**src/rtl/ram_ctrl_pkg.sv**
```systemverilog
`default_nettype none
// ============================================================================
//  Module      : ram_ctrl_pkg
//  Description : Shared types and default widths for the RAM access arbiter.
//  Revision    : 1.0 - initial release
// ============================================================================
package ram_ctrl_pkg;

  localparam int ADDR_W_DEF = 5;
  localparam int DATA_W_DEF = 4;

  typedef enum logic {CLEAR, SERVE} ctrl_state_t;

  typedef enum logic {PORT_A, PORT_B} port_t;

endpackage : ram_ctrl_pkg
`default_nettype wire

```
**src/rtl/rr_arbiter2.sv**
```systemverilog
`default_nettype none
// ============================================================================
//  Module      : rr_arbiter2
//  Description : Two-port round-robin arbiter; pointer toggles after a grant.
//  Revision    : 1.0 - initial release
// ============================================================================
module rr_arbiter2
  import ram_ctrl_pkg::*;
(
  input  logic clk,
  input  logic reset,
  input  logic req_a,
  input  logic req_b,
  input  logic enable,
  output logic gnt_a,
  output logic gnt_b
);

  port_t r_ptr;

  // A lone requester always wins; the pointer only breaks ties.
  always_comb begin
    gnt_a = enable & req_a & (~req_b | (r_ptr == PORT_A));
    gnt_b = enable & req_b & (~req_a | (r_ptr == PORT_B));
  end

  always_ff @(posedge clk) begin
    if (!reset) begin
      r_ptr <= PORT_A;
    end else if (gnt_a) begin
      r_ptr <= PORT_B;
    end else if (gnt_b) begin
      r_ptr <= PORT_A;
    end
  end

endmodule : rr_arbiter2
`default_nettype wire

```
**src/rtl/ram_access_arbiter.sv**
```systemverilog
`default_nettype none
// ============================================================================
//  Module      : ram_access_arbiter
//  Description : Shares one single-port synchronous RAM between two requesters,
//                with array clear after reset or on demand.
//  Revision    : 1.0 - initial release
// ============================================================================
module ram_access_arbiter
  import ram_ctrl_pkg::*;
#(
  parameter int                ADDR_W         = ADDR_W_DEF,
  parameter int                DATA_W         = DATA_W_DEF,
  parameter logic [DATA_W-1:0] CLEAR_VAL      = '0,
  parameter bit                CLEAR_ON_RESET = 1'b1
) (
  input  logic              clk,
  input  logic              reset,
  input  logic              clear_req,
  input  logic              req_a,
  input  logic              wr_a,
  input  logic [ADDR_W-1:0] addr_a,
  input  logic [DATA_W-1:0] wdata_a,
  output logic              gnt_a,
  output logic              rvalid_a,
  input  logic              req_b,
  input  logic              wr_b,
  input  logic [ADDR_W-1:0] addr_b,
  input  logic [DATA_W-1:0] wdata_b,
  output logic              gnt_b,
  output logic              rvalid_b,
  output logic [DATA_W-1:0] rdata,
  output logic              busy,
  output logic              ram_we,
  output logic [ADDR_W-1:0] ram_addr,
  output logic [DATA_W-1:0] ram_wdata,
  input  logic [DATA_W-1:0] ram_rdata
);

  localparam logic [ADDR_W-1:0] c_last_addr   = '1;
  localparam ctrl_state_t       c_reset_state = CLEAR_ON_RESET ? CLEAR : SERVE;

  ctrl_state_t       r_state;
  ctrl_state_t       w_state_nxt;
  logic [ADDR_W-1:0] r_clr_cnt;
  logic [ADDR_W-1:0] r_last_addr;
  logic              r_rvalid_a;
  logic              r_rvalid_b;
  logic              w_arb_en;
  logic              w_gnt_a;
  logic              w_gnt_b;

  // A clear request in SERVE suppresses grants for that cycle.
  assign w_arb_en = (r_state == SERVE) & ~clear_req;

  rr_arbiter2 u_arb (
    .clk    (clk),
    .reset  (reset),
    .req_a  (req_a),
    .req_b  (req_b),
    .enable (w_arb_en),
    .gnt_a  (w_gnt_a),
    .gnt_b  (w_gnt_b)
  );

  always_ff @(posedge clk) begin
    if (!reset) begin
      r_state <= c_reset_state;
    end else begin
      r_state <= w_state_nxt;
    end
  end

  always_comb begin
    w_state_nxt = r_state;
    busy        = 1'b0;
    ram_we      = 1'b0;
    ram_addr    = r_last_addr;
    ram_wdata   = CLEAR_VAL;
    case (r_state)
      CLEAR: begin
        busy     = 1'b1;
        ram_we   = 1'b1;
        ram_addr = r_clr_cnt;
        if (r_clr_cnt == c_last_addr) begin
          w_state_nxt = SERVE;
        end
      end
      SERVE: begin
        if (clear_req) begin
          w_state_nxt = CLEAR;
        end else if (w_gnt_a) begin
          ram_we    = wr_a;
          ram_addr  = addr_a;
          ram_wdata = wdata_a;
        end else if (w_gnt_b) begin
          ram_we    = wr_b;
          ram_addr  = addr_b;
          ram_wdata = wdata_b;
        end
      end
      default: begin
        w_state_nxt = c_reset_state;
      end
    endcase
  end

  // ram_addr is remembered so idle SERVE cycles keep the address bus steady.
  always_ff @(posedge clk) begin
    if (!reset) begin
      r_clr_cnt   <= '0;
      r_last_addr <= '0;
      r_rvalid_a  <= 1'b0;
      r_rvalid_b  <= 1'b0;
    end else begin
      r_clr_cnt   <= (r_state == CLEAR) ? r_clr_cnt + 1'b1 : '0;
      r_last_addr <= ram_addr;
      r_rvalid_a  <= w_gnt_a & ~wr_a;
      r_rvalid_b  <= w_gnt_b & ~wr_b;
    end
  end

  assign gnt_a    = w_gnt_a;
  assign gnt_b    = w_gnt_b;
  assign rvalid_a = r_rvalid_a;
  assign rvalid_b = r_rvalid_b;
  assign rdata    = ram_rdata;

endmodule : ram_access_arbiter
`default_nettype wire

```
**config.mk**
```make
export PLATFORM = sky130hd
export DESIGN_NAME = ram_access_arbiter
export DESIGN_NICKNAME = d
export VERILOG_FILES = /design/src/rtl/ram_ctrl_pkg.sv /design/src/rtl/rr_arbiter2.sv /design/src/rtl/ram_access_arbiter.sv
export SDC_FILE = /design/constraint.sdc
export NUM_CORES = 1
export LEC_CHECK = 0
export ABC_AREA = 1
export CAP_MARGIN = 20
export CORE_MARGIN = 1
export CORE_UTILIZATION = 29
export CTS_CLUSTER_SIZE = 20
export DETAILED_ROUTE_END_ITERATION = 16
export GPL_TIMING_DRIVEN = 0
export PLACE_DENSITY = 0.67
export SETUP_SLACK_MARGIN = 0.5
export SLEW_MARGIN = 20
export SYNTH_ARGS = -nofsm -noshare
export SYNTH_HDL_FRONTEND = slang
export SYNTH_HIERARCHICAL = 1
export SYNTH_SLANG_ARGS = --single-unit
```
**constraint.sdc**
```tcl
create_clock -name clk -period 1.7 [get_ports clk]
set_input_delay 0.34 -clock clk [delete_from_list [all_inputs] [get_ports clk]]
set_output_delay 0.34 -clock clk [all_outputs]
set_load 0.03 [all_outputs]
```
==> results of run 1 <==
-- power by group through the flow --
| stage | Sequential [mW] | Clock [mW] | Combinational (mW) |
|---|---|---|---|
| 2_1_floorplan | 0.349 | 0 | 0.0710 |
| 3_3_place_gp | 0.350 | 0 | 0.155 |
| 3_5_place_dp | 0.350 | 0 | 0.157 |
| 4_1_cts | 0.343 | 0.248 | 0.160 |
| 5_1_grt | 0.345 | 0.265 | 0.175 |
| 6_report | 0.344 | 0.239 | 0.164 |
-- area by class of cell --
type                    count  area (µm²)  area share
plain buffers               6        61.3      0.0335
clock buffers               4        36.3      0.0198
inverters                  19         105      0.0575
multi-input cells          89         668       0.365
flip-flops and latches     14         285       0.156
well taps                  31        38.8      0.0212
repair buffers             63         623       0.341
repair inverters            1        11.3     0.00616
-- sequential cells by signal, summed over array words and instances (netlist names) --
| signal | flops |
|---|---|
| rvalid_b | 1 |
| r_clr_cnt | 5 |
| r_state | 1 |
| rvalid_a | 1 |
| r_last_addr | 5 |
| u_arb/r_ptr | 1 |
-- metrics by stage --
step                cells  area [µm²]  setup slack, ps  hold slack (ps)
floorplan             128        1010             -217              410
global placement      201        1470            -1050              447
detailed placement    201        1470            -1060              464
CTS                   220        1720             -342              485
global route          227        1830             -427              466
finish                227        1830             -340              445
-- final timing paths --
kind | start | end | cells past startpoint
setup reg to reg | r_state | r_last_addr[3] | 12
setup / recovery | r_state | ram_wdata[0] | 10
hold reg to reg | r_clr_cnt[0] | r_clr_cnt[0] | 1
hold / removal | r_clr_cnt[0] | r_clr_cnt[0] | 1
-- layer usage --
layer / global-route usage / share of wire
met1: 0.229 / 0.41
met2: 0.325 / 0.53
met3: 0.0488 / 0.051
met4: 0.0321 / 0.0083
met5: 0 / 0
-- logic make-up (layout without fill, tap and decap cells) --
| group | count (synthesis) | after routing | share of synthesized area |
|---|---|---|---|
| AOI/OAI and AO/OA | 19 | 19 | 0.136 |
| adders and majority gates | 2 | 2 | 0.0298 |
| and+or+nand+nor | 68 | 68 | 0.362 |
| buffers and inverters | 25 | 93 | 0.139 |
| DFF | 14 | 14 | 0.334 |
-- what timing repair did --
action / 4_1_cts / 5_1_grt
gates cloned: 1 / 0
setup buffers: 14 / 7
pin swaps: 21 / 12
gates resized for setup: 134 / 14
endpoints found under the setup margin: 26 / 22
-- cell usage in the layout, fill, tap and decap left out, drive strengths merged --
master,count
buf,42
nand2,34
clkdlybuf4s50,21
nor2,20
inv,19
dfxtp,14
a21oi,12
nand3,9
dlygate4sd2,6
a22oi,4
clkbuf,4
or2,2
ha,2
nor3,2
o21ai,1
o31ai,1
nor3b,1
o21bai,1
clkinv,1
==> flow_summary_export.csv, run 1 <==
group,metric,value,unit
setup_path,cpMaxStageDelayCell,"dfxtp_4",
setup_path,path_buf_inv,4,
power,switchingPower,0.194,mW
sta,fmax,490,MHz
floorplan,fp.coreArea,2760,µm²
setup_path,crit_type,"reg -> out",
clock_tree,clk_latency,280,ps
floorplan,ioPinCount,48,
floorplan,dieHeight,55.8,µm
power,powerDensity,408,nW/µm²
final_layout,drive_gt1_frac,0.531,
final_layout,nFillCells,242,
final_layout,nNetsFinal,228,
clock_tree,cts_buffers,3,
routing,postRouteAntennaNets,0,
final_layout,antennaDiodeCount,0,
power,p_int,0.552,mW
yosys,yosysTopAreaCellShare,0.334,
sta,finalHoldViolations,0,
global_route,grt_max_degree,10,
setup_path,critical-path-max-stage-delay,380,ps
yosys,synthCells,128,
global_route,grt_use_total,0.185,
final_layout,syn_to_final_growth,118,%
yosys,synthArstFlopShare,0,
yosys,avgSynthCellArea,6.56,µm²
placed_design,portBuffers,42,
floorplan,start_util,0.304,
power,pwr-share-clk,0.320,
routing,vias,1068,
sta,min_period_over_period,1.20,
sta,rsz0062_at_grt,"yes",
setup_path,r2r_slack,140,ps
routing,routedWlPerCell,12.2,µm
power,finalPower,0.746,mW
routing,drt_wl_total,2.77,mm
floorplan,rows,19,
yosys,synth.area.top_cells,"dfxtp_1 (33%), nand2_1 (15%), nor2_1 (7.2%), a21oi_1 (6.6%), inv_1 (6.3%)",
clock_tree,cts-root-buf,"clkbuf_4",
yosys,ys_seq_area_frac,0.334,
routing,drc,0,
routing,dr.pass1.iters,5,
setup_path,cp_max_fo,8,
setup_path,critPathTopFamily,"simple AND/OR/NAND/NOR gates",
outcome,failed_checks,"negative setup slack",
power,max-vdd-ir-drop,0.000569,V
setup_path,critical_path_arrival,1700,ps
worst_hold_path,holdCritPathClass,"reg -> reg",
yosys,yosys.cell_types.count,23,
sta,skew,4.89,ps
power,cellLeakagePower,0.829,nW
yosys,yosysMostFrequentCell,"nand2_1",
power,p_comb_frac,0.219,
sta,finalCriticalPeriod,2040,ps
global_route,antenna_found_initial,0,
sta,finalSetupTns,-3350,ps
floorplan,die_area,3110,µm²
sta,finalSetupViolCount,11,
power,seqPwrFrac,0.461,
final_layout,final_util,0.663,
clock_tree,clk_pin_slew,90,ps
yosys,synth_area,840,µm²
setup_path,cp_cell_sequence,"inv_8 -> nor2_8 -> nand2_4 -> a21oi_4 -> buf_12 -> inv_8 -> nor2_4 -> a22oi_2 -> nor2_4 -> buf_6",
power,switching_share,0.260,
routing,first_iter_violations,18,
sta,worst_slew_pin_slew,391,ps
placed_design,dp_hpwl,1.85,mm
sta,fin_ws,-340,ps
flow_run,maxCapViolations,0,
yosys,synth_edf_count,0,
sta,relSlewSlack,0.739,
yosys,yosysTopAreaCell,"dfxtp_1",
yosys,ys.flop_type,"dfxtp_1",
yosys,yosys_warnings,6,
global_route,grt_pass1_vias,1039,
setup_path,cp-start-kind,"flop",
floorplan,die_x,55.8,µm
clock_tree,cts_tree,"done",
setup_path,end_kind,"output pin",
yosys,ys_seq_elements,14,
routing,via_per_inst,4.70,
sta,drv_slew,0,
setup_path,required,1360,ps
clock_tree,cts_hold_buf,0,
placed_design,place.gp.congestion,0.790,
global_route,grt_pass1_wl,4.62,mm
outcome,outcome,"finished, violations left",
clock_tree,clk_path_buf_depth,2,
clock_tree,clkSinkCount,14,
yosys,syn_nets,159,
yosys,synthTopCellsByCount,"nand2_1 (33), nor2_1 (16), dfxtp_1 (14), inv_1 (14), a21oi_1 (11)",
global_route,overflow,0,
clock_tree,cts_max_level,1,
Power figures use the tool's default switching activity.
==> run 2: changes to the inputs <==
--- a/config.mk
+++ b/config.mk
@@ -12,7 +12,7 @@
 export CTS_CLUSTER_SIZE = 20
 export DETAILED_ROUTE_END_ITERATION = 16
 export GPL_TIMING_DRIVEN = 0
-export PLACE_DENSITY = 0.67
+export PLACE_DENSITY = 0.65
 export SETUP_SLACK_MARGIN = 0.5
 export SLEW_MARGIN = 20
 export SYNTH_ARGS = -nofsm -noshare
==> constraint.sdc (replaced) <==
create_clock -name clk -period 2.1 [get_ports clk]
set_input_delay 0.42 -clock clk [delete_from_list [all_inputs] [get_ports clk]]
set_output_delay 0.42 -clock clk [all_outputs]
set_load 0.03 [all_outputs]
==> run 2 against run 1 <==
Net effect:
- combinational power shrank 15%
- hold slack better by 28 ps
- sequential share of layout area down 0.079 points
- cell count rose by 0.88%
- the run still ends with negative setup slack left
- power down 18%
- critical path depth rose by 4
- worst setup slack improved by 260 ps
- clock power is 17% lower
==> flow_summary_export.csv, run 2 (same netlist as run 1, synthesis figures left out) <==
group,metric,value,unit
outcome,outcome,"finished, violations left",
outcome,failed_checks,"negative setup slack",
sta,finalHoldViolations,0,
global_route,grt_pass1_wl,4.96,mm
routing,postRouteAntennaNets,0,
routing,routedWlPerCell,13.1,µm
routing,first_iter_violations,13,
sta,hold_ws,473,ps
power,p_int,0.454,mW
setup_path,required,1680,ps
sta,skew,6.40,ps
global_route,overflow,0,
floorplan,die_x,55.8,µm
flow_run,maxCapViolations,0,
clock_tree,cts_max_level,1,
sta,fmax,458,MHz
final_layout,nNetsFinal,230,
power,cellLeakagePower,0.814,nW
final_layout,syn_to_final_growth,118,%
floorplan,fp.coreArea,2760,µm²
global_route,antenna_found_initial,0,
clock_tree,cts_buffers,3,
clock_tree,clkSinkCount,14,
placed_design,portBuffers,42,
final_layout,nFillCells,222,
power,max-vdd-ir-drop,0.000394,V
final_layout,antennaDiodeCount,0,
routing,drc,0,
sta,finalCriticalPeriod,2180,ps
routing,drt_wl_total,2.99,mm
routing,via_per_inst,4.72,
sta,min_period_over_period,1.04,
sta,fin_ws,-81.4,ps
sta,worst_slew_pin_slew,348,ps
global_route,grt_pass1_vias,1106,
power,switching_share,0.263,
global_route,grt_use_total,0.202,
floorplan,ioPinCount,48,
setup_path,end_kind,"output pin",
clock_tree,cts-root-buf,"clkbuf_4",
final_layout,final_cell_mix,"clkdlybuf4s50_1 (25), buf_6 (23), nand2_1 (19)",
power,pwr-share-clk,0.323,
sta,drv_slew,0,
global_route,grt_max_degree,11,
clock_tree,clk_pin_slew,90,ps
floorplan,dieHeight,55.8,µm
setup_path,crit_type,"reg -> out",
sta,finalSetupViolCount,10,
setup_path,cp-start-kind,"flop",
placed_design,dp_hpwl,1.81,mm
clock_tree,cts_tree,"done",
clock_tree,clk_path_buf_depth,2,
floorplan,die_area,3110,µm²
placed_design,place.gp.congestion,0.741,
final_layout,reg_top3,"r_clr_cnt x5, r_last_addr x5",
routing,dr.pass1.iters,6,
worst_hold_path,holdCritPathClass,"reg -> reg",
floorplan,rows,19,
setup_path,critical_path_arrival,1760,ps
floorplan,start_util,0.304,
sta,finalSetupTns,-453,ps
sta,relSlewSlack,0.768,
clock_tree,clk_latency,290,ps
final_layout,drive_gt1_frac,0.490,
power,switchingPower,0.162,mW
power,seqPwrFrac,0.452,
power,powerDensity,336,nW/µm²
final_layout,stdcell_area,1830,µm²
routing,vias,1081,
placed_design,placed_cell_area,1450,µm²
sta,rsz0062_at_grt,"yes",
power,p_comb_frac,0.226,
final_layout,layout_commonest_cell,"clkdlybuf4s50_1",
setup_path,cp_max_fo,6,
-- run 2: cell count changes in the layout (fill, tap and decap cells not counted), moves of 2 or more --
cell             before  now
dlygate4sd2_1         6    4
nand3_2               4    2
clkdlybuf4s50_1      21   25
nand3_1               5    7
inv_8                 3    1
nor3_1                0    2
-- run 2: cell type report --
cell class	instances	area [µm²]	share of cell area
buffer	6	70.1	0.0383
clock buffer	4	36.3	0.0198
inverter	19	100	0.0547
multi-input combinational	89	628	0.343
sequential	14	284	0.155
tap	31	38.8	0.0212
timing repair buffer	65	664	0.363
timing repair inverter	1	8.76	0.00478
-- run 2: power by group through the flow --
stage | Clock, mW | Sequential (mW) | Combinational, mW
2_1_floorplan | 0 | 0.282 | 0.0594
3_3_place_gp | 0 | 0.283 | 0.128
3_5_place_dp | 0 | 0.284 | 0.129
4_1_cts | 0.201 | 0.278 | 0.134
5_1_grt | 0.214 | 0.279 | 0.151
6_report | 0.198 | 0.278 | 0.139
-- run 2: what timing repair did --
item | in CTS | in global routing
resized for setup | 118 | 13
cloned | 1 | 1
setup endpoints to repair | 20 | 16
pin swaps | 13 | 11
setup buffers | 18 | 4
hold buffers | 0 | 0
-- run 2: worst max-delay path, stage by stage, from the launching register on --
cell and delay, ps:
dfxtp_4 390, inv_8 40, nor2_8 110, nand2_2 80
clkinv_2 60, nand2_4 60, inv_4 80, buf_12 140
clkinv_8 70, nand3_1 70, nand2_1 50, nand2_1 90
nand2_2 70, inv_2 60, buf_6 120
-- run 2: per-layer routing --
layer / global-route usage / wire length [µm]
met1: 0.224 / 1140
met2: 0.370 / 1620
met3: 0.0674 / 190
met4: 0.0464 / 42
met5: 0 / 0
-- run 2: worst paths after layout --
check	startpoint	end	slack, ps	cells past startpoint
max reg2reg	r_state	r_last_addr[4]	80	17
min	r_clr_cnt[0]	r_clr_cnt[0]	470	1
max	r_state	ram_addr[2]	-80	14
min reg2reg	r_clr_cnt[0]	r_clr_cnt[0]	470	1
-- run 2: metrics by stage --
| step | worst slack (ps) | cells | power [mW] | utilization |
|---|---|---|---|---|
| global route | -189 | 229 | 0.643 | 0.664 |
| CTS | -36.5 | 224 | 0.612 | 0.637 |
| finish | -81.4 | 229 | 0.615 | 0.664 |
| floorplan | 52.8 | 128 | 0.342 | - |
| detailed placement | -825 | 201 | 0.413 | 0.527 |
| global placement | -792 | 201 | 0.411 | 0.527 |
==> run 3: changes to the inputs <==
--- a/config.mk
+++ b/config.mk
@@ -12,10 +12,10 @@
 export CTS_CLUSTER_SIZE = 20
 export DETAILED_ROUTE_END_ITERATION = 16
 export GPL_TIMING_DRIVEN = 0
-export PLACE_DENSITY = 0.65
+export HOLD_SLACK_MARGIN = 0.12
+export PLACE_DENSITY = 0.64
 export SETUP_SLACK_MARGIN = 0.5
 export SLEW_MARGIN = 20
 export SYNTH_ARGS = -nofsm -noshare
 export SYNTH_HDL_FRONTEND = slang
-export SYNTH_HIERARCHICAL = 1
 export SYNTH_SLANG_ARGS = --single-unit
==> run 3 against run 2 <==
Net effect:
- the run now ends clean
- sequential power about the same
- synthesized cell count decreased by 2.3%
- routed wire length decreased by 12%
- power increased by 0.49%
- count of clock-buffer cells in the layout unchanged
- clock skew decreased by 3.5 ps
- first-iteration DRC count increased to 2.8 times the previous value
- area after synthesis increased by 2.4%
- sequential cell count unchanged
- via count decreased by 5.9%
- register-to-register slack improved by 780 ps
- largest power group unchanged
==> flow_summary_export.csv, run 3 <==
group,metric,value,unit
routing,drc,0,
outcome,outcome,"finished, final reports clean",
yosys,yosysTopAreaCellShare,0.326,
final_layout,syn_to_final_growth,89.2,%
clock_tree,clk_path_buf_depth,2,
yosys,yosys_warnings,0,
clock_tree,cts_max_level,1,
global_route,overflow,0,
clock_tree,cts-root-buf,"clkbuf_4",
floorplan,rows,19,
final_layout,multiInputGateArea,567,µm²
final_layout,final_util,0.585,
sta,drv_slew,0,
sta,rsz0062_at_grt,"yes",
routing,vias,1017,
setup_path,required,1680,ps
yosys,avgSynthCellArea,6.88,µm²
floorplan,die_x,56.4,µm
sta,min_period_over_period,0.932,
yosys,synth.area.top_cells,"dfxtp_1 (33%), nand2_1 (14%), inv_1 (6.6%), nor2_1 (4.8%), a21oi_1 (4.7%)",
yosys,yosysMostFrequentCell,"nand2_1",
final_layout,antennaDiodeCount,0,
placed_design,dp.cells,199,
placed_design,dp_hpwl,1.83,mm
floorplan,ioPinCount,48,
sta,finalSetupViolCount,0,
sta,finalCriticalPeriod,1960,ps
routing,dr.pass1.iters,4,
placed_design,place.gp.congestion,0.774,
setup_path,critPathTopFamily,"simple AND/OR/NAND/NOR gates",
floorplan,start_util,0.309,
sta,fmax,511,MHz
floorplan,fp.coreArea,2780,µm²
placed_design,portBuffers,43,
yosys,synthCells,125,
setup_path,cp_max_fo,5,
global_route,antenna_found_initial,0,
final_layout,final_cells,216,
final_layout,reg_top3,"r_clr_cnt x5, r_last_addr x5",
global_route,grt_pass1_wl,3.92,mm
worst_hold_path,holdCritPathClass,"reg -> reg",
yosys,synthArstFlopShare,0,
global_route,grt_pass1_vias,942,
setup_path,path_buf_inv,5,
yosys,synth_area,860,µm²
yosys,yosysTopAreaCell,"dfxtp_1",
sta,skew,2.86,ps
yosys,synthTopCellsByCount,"nand2_1 (32), inv_1 (15), dfxtp_1 (14), nor2_1 (11), a21oi_1 (8)",
clock_tree,clk_latency,280,ps
clock_tree,cts_buffers,3,
final_layout,nFillCells,257,
yosys,ys_seq_elements,14,
power,powerDensity,380,nW/µm²
final_layout,drive_gt1_frac,0.389,
setup_path,critical_path_arrival,1540,ps
global_route,grt_max_degree,10,
yosys,yosys.cell_types.count,25,
clock_tree,cts_hold_buf,0,
setup_path,critical-path-max-stage-delay,370,ps
yosys,ys.flop_type,"dfxtp_1",
final_layout,nNetsFinal,217,
routing,drt_wl_total,2.63,mm
final_layout,seq_area,285,µm²
setup_path,crit_type,"reg -> out",
yosys,synth_edf_count,0,
power,cellLeakagePower,0.759,nW
routing,routedWlPerCell,12.2,µm
floorplan,die_area,3190,µm²
global_route,grt_use_total,0.154,
yosys,ys_seq_area_frac,0.326,
routing,postRouteAntennaNets,0,
flow_run,maxCapViolations,0,
sta,finalHoldViolations,0,
clock_tree,cts_tree,"done",
clock_tree,clk_pin_slew,90,ps
routing,first_iter_violations,37,
routing,via_per_inst,4.71,
sta,relSlewSlack,0.723,
final_layout,final_cell_mix,"clkdlybuf4s50_1 (25), nand2_1 (23), buf_6 (14)",
setup_path,cpMaxStageDelayCell,"dfxtp_4",
power,max-vdd-ir-drop,0.000353,V
floorplan,dieHeight,56.4,µm
final_layout,layout_commonest_cell,"clkdlybuf4s50_1",
setup_path,end_kind,"output pin",
yosys,syn_nets,156,
clock_tree,clkSinkCount,14,
setup_path,cp-start-kind,"flop",
setup_path,cp_cell_sequence,"inv_6 -> nor2_4 -> buf_6 -> nand3b_1 -> nand2_1 -> inv_1 -> nand2_1 -> nand2_2 -> nand2_2 -> inv_2 -> buf_6",
sta,worst_slew_pin_slew,411,ps
run 3: changes by cell type after synthesis, sizes merged, moves of 2 or more:
cell,previous run,this run
a21oi,12,8
nor2,20,12
a22o,0,4
a22oi,4,0
nand3b,0,4
nand4,0,4
nand2,34,36
run 3: final timing paths:
check               start              to  slack, ps  cells past startpoint
min reg2reg  r_clr_cnt[0]    r_clr_cnt[0]        470                      1
min          r_clr_cnt[0]    r_clr_cnt[0]        470                      1
max reg2reg       r_state  r_last_addr[2]        860                     10
max               r_state     ram_addr[2]        140                     11
run 3: cell type report:
type,instances,area share
Tap cell,31,0.0238
Timing Repair Buffer,56,0.350
Multi-Input combinational cell,87,0.348
Sequential cell,14,0.175
Clock buffer,4,0.0223
Inverter,19,0.0546
Buffer,5,0.0254
run 3: kinds of logic after synthesis:
| kind of cell | share of synthesized area |
|---|---|
| AND/OR/NAND/NOR | 0.405 |
| buffers and inverters | 0.132 |
| AO/OA/AOI/OAI | 0.108 |
| flip-flops | 0.326 |
| adder cells (fa/ha/maj) | 0.0291 |
run 3: worst reg2reg max path: stages, from the launching register on:
cell and delay [ps]:
dfxtp_4 370, inv_6 30, nor2_4 140, buf_6 160
nand3b_1 90, nand2_1 70, inv_1 40, nand2_1 60
nand2_2 60, nand2_2 80, nor2_1 40
run 3: metrics by stage:
step	area, µm²	setup WS (ps)	power [mW]	setup TNS (ps)	hold slack [ps]
5_1_grt	1630	42.6	0.647	0	489
3_3_place_gp	1390	-737	0.417	-7660	445
3_5_place_dp	1390	-746	0.419	-7880	454
2_1_floorplan	917	507	0.344	0	425
4_1_cts	1540	105	0.614	0	475
6_report	1630	142	0.618	0	467
run 3: repair_timing:
action                     in CTS  in global routing
pin swaps                      16                 10
gates cloned                    1                  0
setup buffers                   6                  6
setup endpoints to repair      19                 13
resized for setup             114                 10
run 3: metal layers:
layer,wire length [µm],track usage,share of wire
met5,0,0,0
met4,4,0.0209,0.0015
met3,124,0.0530,0.047
met2,1340,0.279,0.51
met1,1160,0.177,0.44
run 3: power by group:
part / internal, mW / leakage, nW / switching, mW / total (mW)
logic: 0.0770 / 0.623 / 0.0674 / 0.144
clock network: 0.105 / 0.0210 / 0.0909 / 0.196
registers: 0.272 / 0.115 / 0.00570 / 0.278
total: 0.454 / 0.759 / 0.164 / 0.618
==> variant 1: new RTL, flow settings as in run 2 <==
Make the reset (`reset`) asynchronous in 3 clocked blocks.
--- a/src/rtl/rr_arbiter2.sv
+++ b/src/rtl/rr_arbiter2.sv
@@ -24,7 +24,7 @@
     gnt_b = enable & req_b & (~req_a | (r_ptr == PORT_B));
   end
 
-  always_ff @(posedge clk) begin
+  always_ff @(posedge clk or negedge reset) begin
     if (!reset) begin
       r_ptr <= PORT_A;
     end else if (gnt_a) begin
--- a/src/rtl/ram_access_arbiter.sv
+++ b/src/rtl/ram_access_arbiter.sv
@@ -62,7 +62,7 @@
     .gnt_b  (w_gnt_b)
   );
 
-  always_ff @(posedge clk) begin
+  always_ff @(posedge clk or negedge reset) begin
     if (!reset) begin
       r_state <= c_reset_state;
     end else begin
@@ -105,7 +105,7 @@
   end
 
   // ram_addr is remembered so idle SERVE cycles keep the address bus steady.
-  always_ff @(posedge clk) begin
+  always_ff @(posedge clk or negedge reset) begin
     if (!reset) begin
       r_clr_cnt   <= '0;
       r_last_addr <= '0;
Function: differs if reset is asserted again (counterexample within 4 cycles, from zero or initial values and one cycle with reset low); with reset held inactive, the same outputs for 10 cycles.
==> variant 1 against run 2 <==
  * The flow still finishes with violations (setup timing)
  * Maximum frequency down 3.1%
  * Hold slack improved by 27 ps
  * Setup slack got worse by 69 ps
  * Count of clock-buffer cells in the layout is the same
  * Wire length decreased by 20%
  * Synthesized cell count decreased by 13%
  * Design area fell by 13%
  * Sequential cell count unchanged
  * Area after synthesis down 0.60%
  * Critical path type is now in2out
  * Final cell count is 13% lower
Power is left out: it rests on default switching activity, and per cell area and clock period it moved more than threefold.
==> variant 1: results (changes against run 2) <==
| Metric | Value |
|---|---|
| Synth cell types | 20 (-13%) |
| Initial DRC count | 7 (-6) |
| Largest registers | r_clr_cnt x5, r_last_addr x5 |
| Antenna diodes | 0 (unchanged) |
| Worst Skew | 4.63 ps (-1.76 ps) |
| CP max stage delay | 490 ps (+100 ps) |
| Synth Net Count | 143 (-10%) |
| Seq/Total Area, Yosys | 42.0% (+8.6 points) |
| Worst-path clk slew | 90 ps (about the same) |
| Setup TNS | -1340 ps (-889 ps) |
| Slew margin rel. | 55.2% (-22 points) |
| Ranking of synthesized cells by area | dfrtp_1 (42%), nand2_1 (11%), nor2_1 (6.3%), a21oi_1 (5.4%), inv_1 (5.4%) |
| Clk Latency, worst-skew pair | 290 ps (about the same) |
| Final worst slack | -151 ps (-69.5 ps) |
| Cell family with most CP delay | buffers and inverters |
| Highest Signal Layer | met4 |
| GR Overflow Total | 0 (unchanged) |
| Slowest CP cell | clkdlybuf4s50_1 |
| Synth warn | 6 (unchanged) |
| Layout cells sized above 1 | 34.9% (-14 points) |
| Overall routing resource usage | 17.8% (-2.4 points) |
| Most frequent cells after synthesis | nand2_1 (25), dfrtp_1 (14), nor2_1 (14) |
| Drt wl/cell | 12.0 microns (-8.2%) |
| Worst-path maximum fanout | 5 (-1) |
| Predominant post-synthesis flop cell | dfrtp_1 |
| Status | finished, violations left |
| Worst path arrival time | 1830 ps (+70 ps) |
| Met2 WL | 1180 microns (-27%) |
| Worst min-delay path category | reg2reg |
| Met1 Wirelength | 1010 microns (-11%) |
| Net count, final | 201 (-13%) |
| 1st-pass router iterations | 3 (-3) |
| DP Worst Slack | -1050 ps (-221 ps) |
| Violations in the final reports | setup timing |
| H-tree depth | 1 (unchanged) |
| Setup violators final | 10 (unchanged) |
| Largest net degree at the start of global routing | 15 (+4) |
| Met3 WL | 152 microns (-20%) |
| Routed vias | 926 (-14%) |
| Number of I/O port buffers | 43 (+2.4%) |
| Cells on Worst Hold Path | 1 (unchanged) |
| CTS Root Buffer Type | clkbuf_4 |
| Cells on worst reg2reg path | 9 (-8) |
| First-pass GRT wire length | 4310 microns (-13%) |
| CTS Buf Count | 3 (unchanged) |
| Fillers | 252 (+14%) |
| Ys async rst share | 100% (+100 points) |
| Dpl hpwl | 1700 microns (-6.0%) |
| Max clock buf depth | 2 (unchanged) |
| Antenna violations before repair | 0 (unchanged) |
| GPL Wtd Cong | 0.761 (+2.7%) |
[variant 1: changes by cell type in the layout (fill, tap and decap cells not counted), sizes merged, moves of 2 or more]
cell / before / now
o21ai: 1 / 11
dfrtp: 0 / 14
nor2: 20 / 16
dfxtp: 14 / 0
clkinv: 2 / 0
buf: 41 / 29
nand2: 34 / 25
nand3: 9 / 3
a21oi: 12 / 9
nor3: 2 / 0
[variant 1: repair_timing]
action                                  4_1_cts  5_1_grt
gates resized for setup                     100        4
endpoints found under the setup margin       20       13
pin swaps                                    16        2
buffers inserted                              6        3
gates cloned                                  1        0
[variant 1: cells by family after synthesis]
kind of cell    count (synthesis)  share of synthesized area, %
fa+ha+maj                       2                          3.00
buf+inv                        24                          14.7
simple gates                   45                          22.2
flops                          14                          42.0
compound gates                 27                          18.1
[variant 1: worst paths after layout]
path / slack, ps / startpoint / endpoint
setup reg to reg: 600 / r_state / r_last_addr[4]
max in group asynchronous: 1150 / reset / r_last_addr[2]
min in group asynchronous: 520 / reset / r_last_addr[0]
hold / removal: 500 / r_clr_cnt[0] / r_clr_cnt[0]
hold reg to reg: 500 / r_clr_cnt[0] / r_clr_cnt[0]
setup / recovery: -150 / req_b / ram_addr[0]
[variant 1: per-layer routing]
layer,vias to the layer above,global-route usage (%)
li1,463,-
met1,425,20.8
met2,33,30.3
met3,5,4.42
met4,0,8.57
met5,-,0
[variant 1: metrics by stage]
step           util [%]  area, sq um  instances
6_report           58.2         1590        200
5_1_grt            58.2         1590        200
4_1_cts            56.9         1560        197
3_5_place_dp       52.6         1440        186
3_3_place_gp       52.6         1440        186
2_1_floorplan         -          968        112
[variant 1: area by class of cell]
class                           instances  area share (%)
Buffer                                  7            4.01
Clock buffer                            4            2.28
Inverter                               17            5.11
Multi-Input combinational cell         74            30.9
Sequential cell                        14            22.0
Tap cell                               31            2.44
Timing Repair Buffer                   53            33.2
==> variant 2: new RTL, flow settings as in run 2 <==
Without the edit above. `ADDR_W_DEF`: 5 -> 7.
--- a/src/rtl/ram_ctrl_pkg.sv
+++ b/src/rtl/ram_ctrl_pkg.sv
@@ -6,7 +6,7 @@
 // ============================================================================
 package ram_ctrl_pkg;
 
-  localparam int ADDR_W_DEF = 5;
+  localparam int ADDR_W_DEF = 7;
   localparam int DATA_W_DEF = 4;
 
   typedef enum logic {CLEAR, SERVE} ctrl_state_t;
Ports: changed (resized addr_a, addr_b and ram_addr); port bits go from 48 to 54. The function was not compared with the original's and may differ.
==> variant 2 against run 2 <==
  * Total power increased by 29%
  * Area after synthesis rose by 40%
  * Design area rose by 23%
  * Wire length is 17% higher
  * The run still ends with setup timing left
  * Clock power rose by 44%
  * Sequential cell count grew 4
  * Non-clock buffer count grew 11
  * Setup slack worse by 40 ps
  * Highest routed layer unchanged
  * Largest power group unchanged
  * Hold slack better by 32 ps
==> variant 2: results (changes against run 2) <==
| Metric | Value |
|---|---|
| Ys async rst share | 0% (unchanged) |
| Worst-path clk slew | 70 ps (-20 ps) |
| Overall routing resource usage | 16.4% (-3.8 points) |
| CP max stage delay | 340 ps (-50 ps) |
| GPL Wtd Cong | 0.821 (+11%) |
| CTS Root Buffer Type | clkbuf_8 |
| Slowest CP cell | dfxtp_2 |
| Most frequent cells after synthesis | nand2_1 (48), nor2_1 (24), dfxtp_1 (18) |
| Worst path arrival time | 1800 ps (+40 ps) |
| Pleak | 0.00101 uW (+24%) |
| Initial DRC count | 89 (+76) |
| Worst Skew | 5.53 ps (-0.867 ps) |
| Number of I/O port buffers | 48 (+14%) |
| Ranking of synthesized cells by area | dfxtp_1 (31%), nand2_1 (15%), nor2_1 (7.6%), a21oi_2 (5.9%), nand3_2 (5.9%) |
| Antenna diodes | 0 (unchanged) |
| Slew margin rel. | 79.7% (+3.0 points) |
| Setup TNS | -583 ps (-130 ps) |
| Final worst slack | -121 ps (-39.8 ps) |
| Net count, final | 288 (+25%) |
| Worst min-delay path category | reg2reg |
| CTS Buf Count | 3 (unchanged) |
| Seq/Total Area, Yosys | 30.6% (-2.8 points) |
| Layout cells sized above 1 | 45.1% (-3.9 points) |
| Max clock buf depth | 2 (unchanged) |
| Via density | 4.51 (-4.4%) |
| First-pass GRT wire length | 5490 microns (+11%) |
| Violations in the final reports | setup timing |
| 1st-pass router iterations | 4 (-2) |
| Status | finished, violations left |
| Largest registers | r_clr_cnt x7, r_last_addr x7 |
| Setup violators final | 12 (+2) |
| Synth Net Count | 211 (+33%) |
| Vias in the first global route | 1193 (+7.9%) |
| Worst-path maximum fanout | 5 (-1) |
| Clk Latency, worst-skew pair | 250 ps (-40 ps) |
| Synth cell types | 23 (unchanged) |
| Fillers | 350 (+58%) |
| Antenna violations before repair | 0 (unchanged) |
| Final wirelength | 3510 microns (+17%) |
| VDD IR max | 0.000379 V (-3.9%) |
| Dpl hpwl | 2370 microns (+31%) |
-- variant 2: where the power goes --
group,internal [uW],switching [uW]
Combinational,85.9,68.0
Clock,167,118
Sequential,349,8.16
-- variant 2: kinds of logic after synthesis --
kind of cell,after synthesis,share of synthesized area [%]
adders and majority gates,1,1.06
xor gates and xnor gates,1,0.743
DFF,18,30.6
AOI/OAI and AO/OA,23,13.2
and+or+nand+nor,102,40.0
buffers and inverters,32,14.4
-- variant 2: metrics by stage --
step / utilization [%] / cell area (sq um) / setup WS, ps / hold slack, ps / std cells
after global routing: 59.6 / 2250 / -230 / 538 / 301
final: 59.6 / 2250 / -121 / 505 / 301
after global placement: 50.0 / 1880 / -925 / 484 / 273
after detailed placement: 50.0 / 1880 / -926 / 490 / 273
after floorplan: - / 1340 / -195 / 452 / 177
after CTS: 56.7 / 2140 / -112 / 513 / 296
-- variant 2: metal layers --
metal / GRT usage (%) / vias up / share of wire, %
met1: 20.6 / 603 / 43
met3: 3.30 / 2 / 7.4
met2: 28.3 / 46 / 49
met4: 4.08 / 0 / 0.43
met5: 0 / - / 0
li1: - / 707 / -
-- variant 2: timing repair --
action,in CTS,in global routing
gates cloned,1,0
endpoints found under the setup margin,24,21
gates resized for setup,117,21
pin swaps,20,18
buffers inserted,18,5
-- variant 2: final cells by class --
| class | count | area share (%) |
|---|---|---|
| tap | 48 | 2.67 |
| clock buffer | 4 | 2.45 |
| multi-input combinational | 127 | 36.6 |
| sequential | 18 | 16.1 |
| timing repair buffer | 72 | 32.1 |
| inverter | 22 | 5.18 |
| buffer | 10 | 4.85 |
-- variant 2: worst paths after layout --
| check | from | end | slack, ps | depth (start not counted) |
|---|---|---|---|---|
| worst max-delay path | r_state | ram_addr[6] | -120 | 14 |
| worst min-delay path | r_clr_cnt[0] | r_clr_cnt[0] | 500 | 1 |
| worst max register to register | r_state | r_last_addr[6] | 350 | 15 |
| worst min register to register | r_clr_cnt[0] | r_clr_cnt[0] | 500 | 1 |
-- variant 2: worst max-delay path: cells and delay by family, from the launching register on --
family,cells,cell delay [ps]
and+or+nand+nor,7,540
buffers and inverters,7,660
DFF,1,340
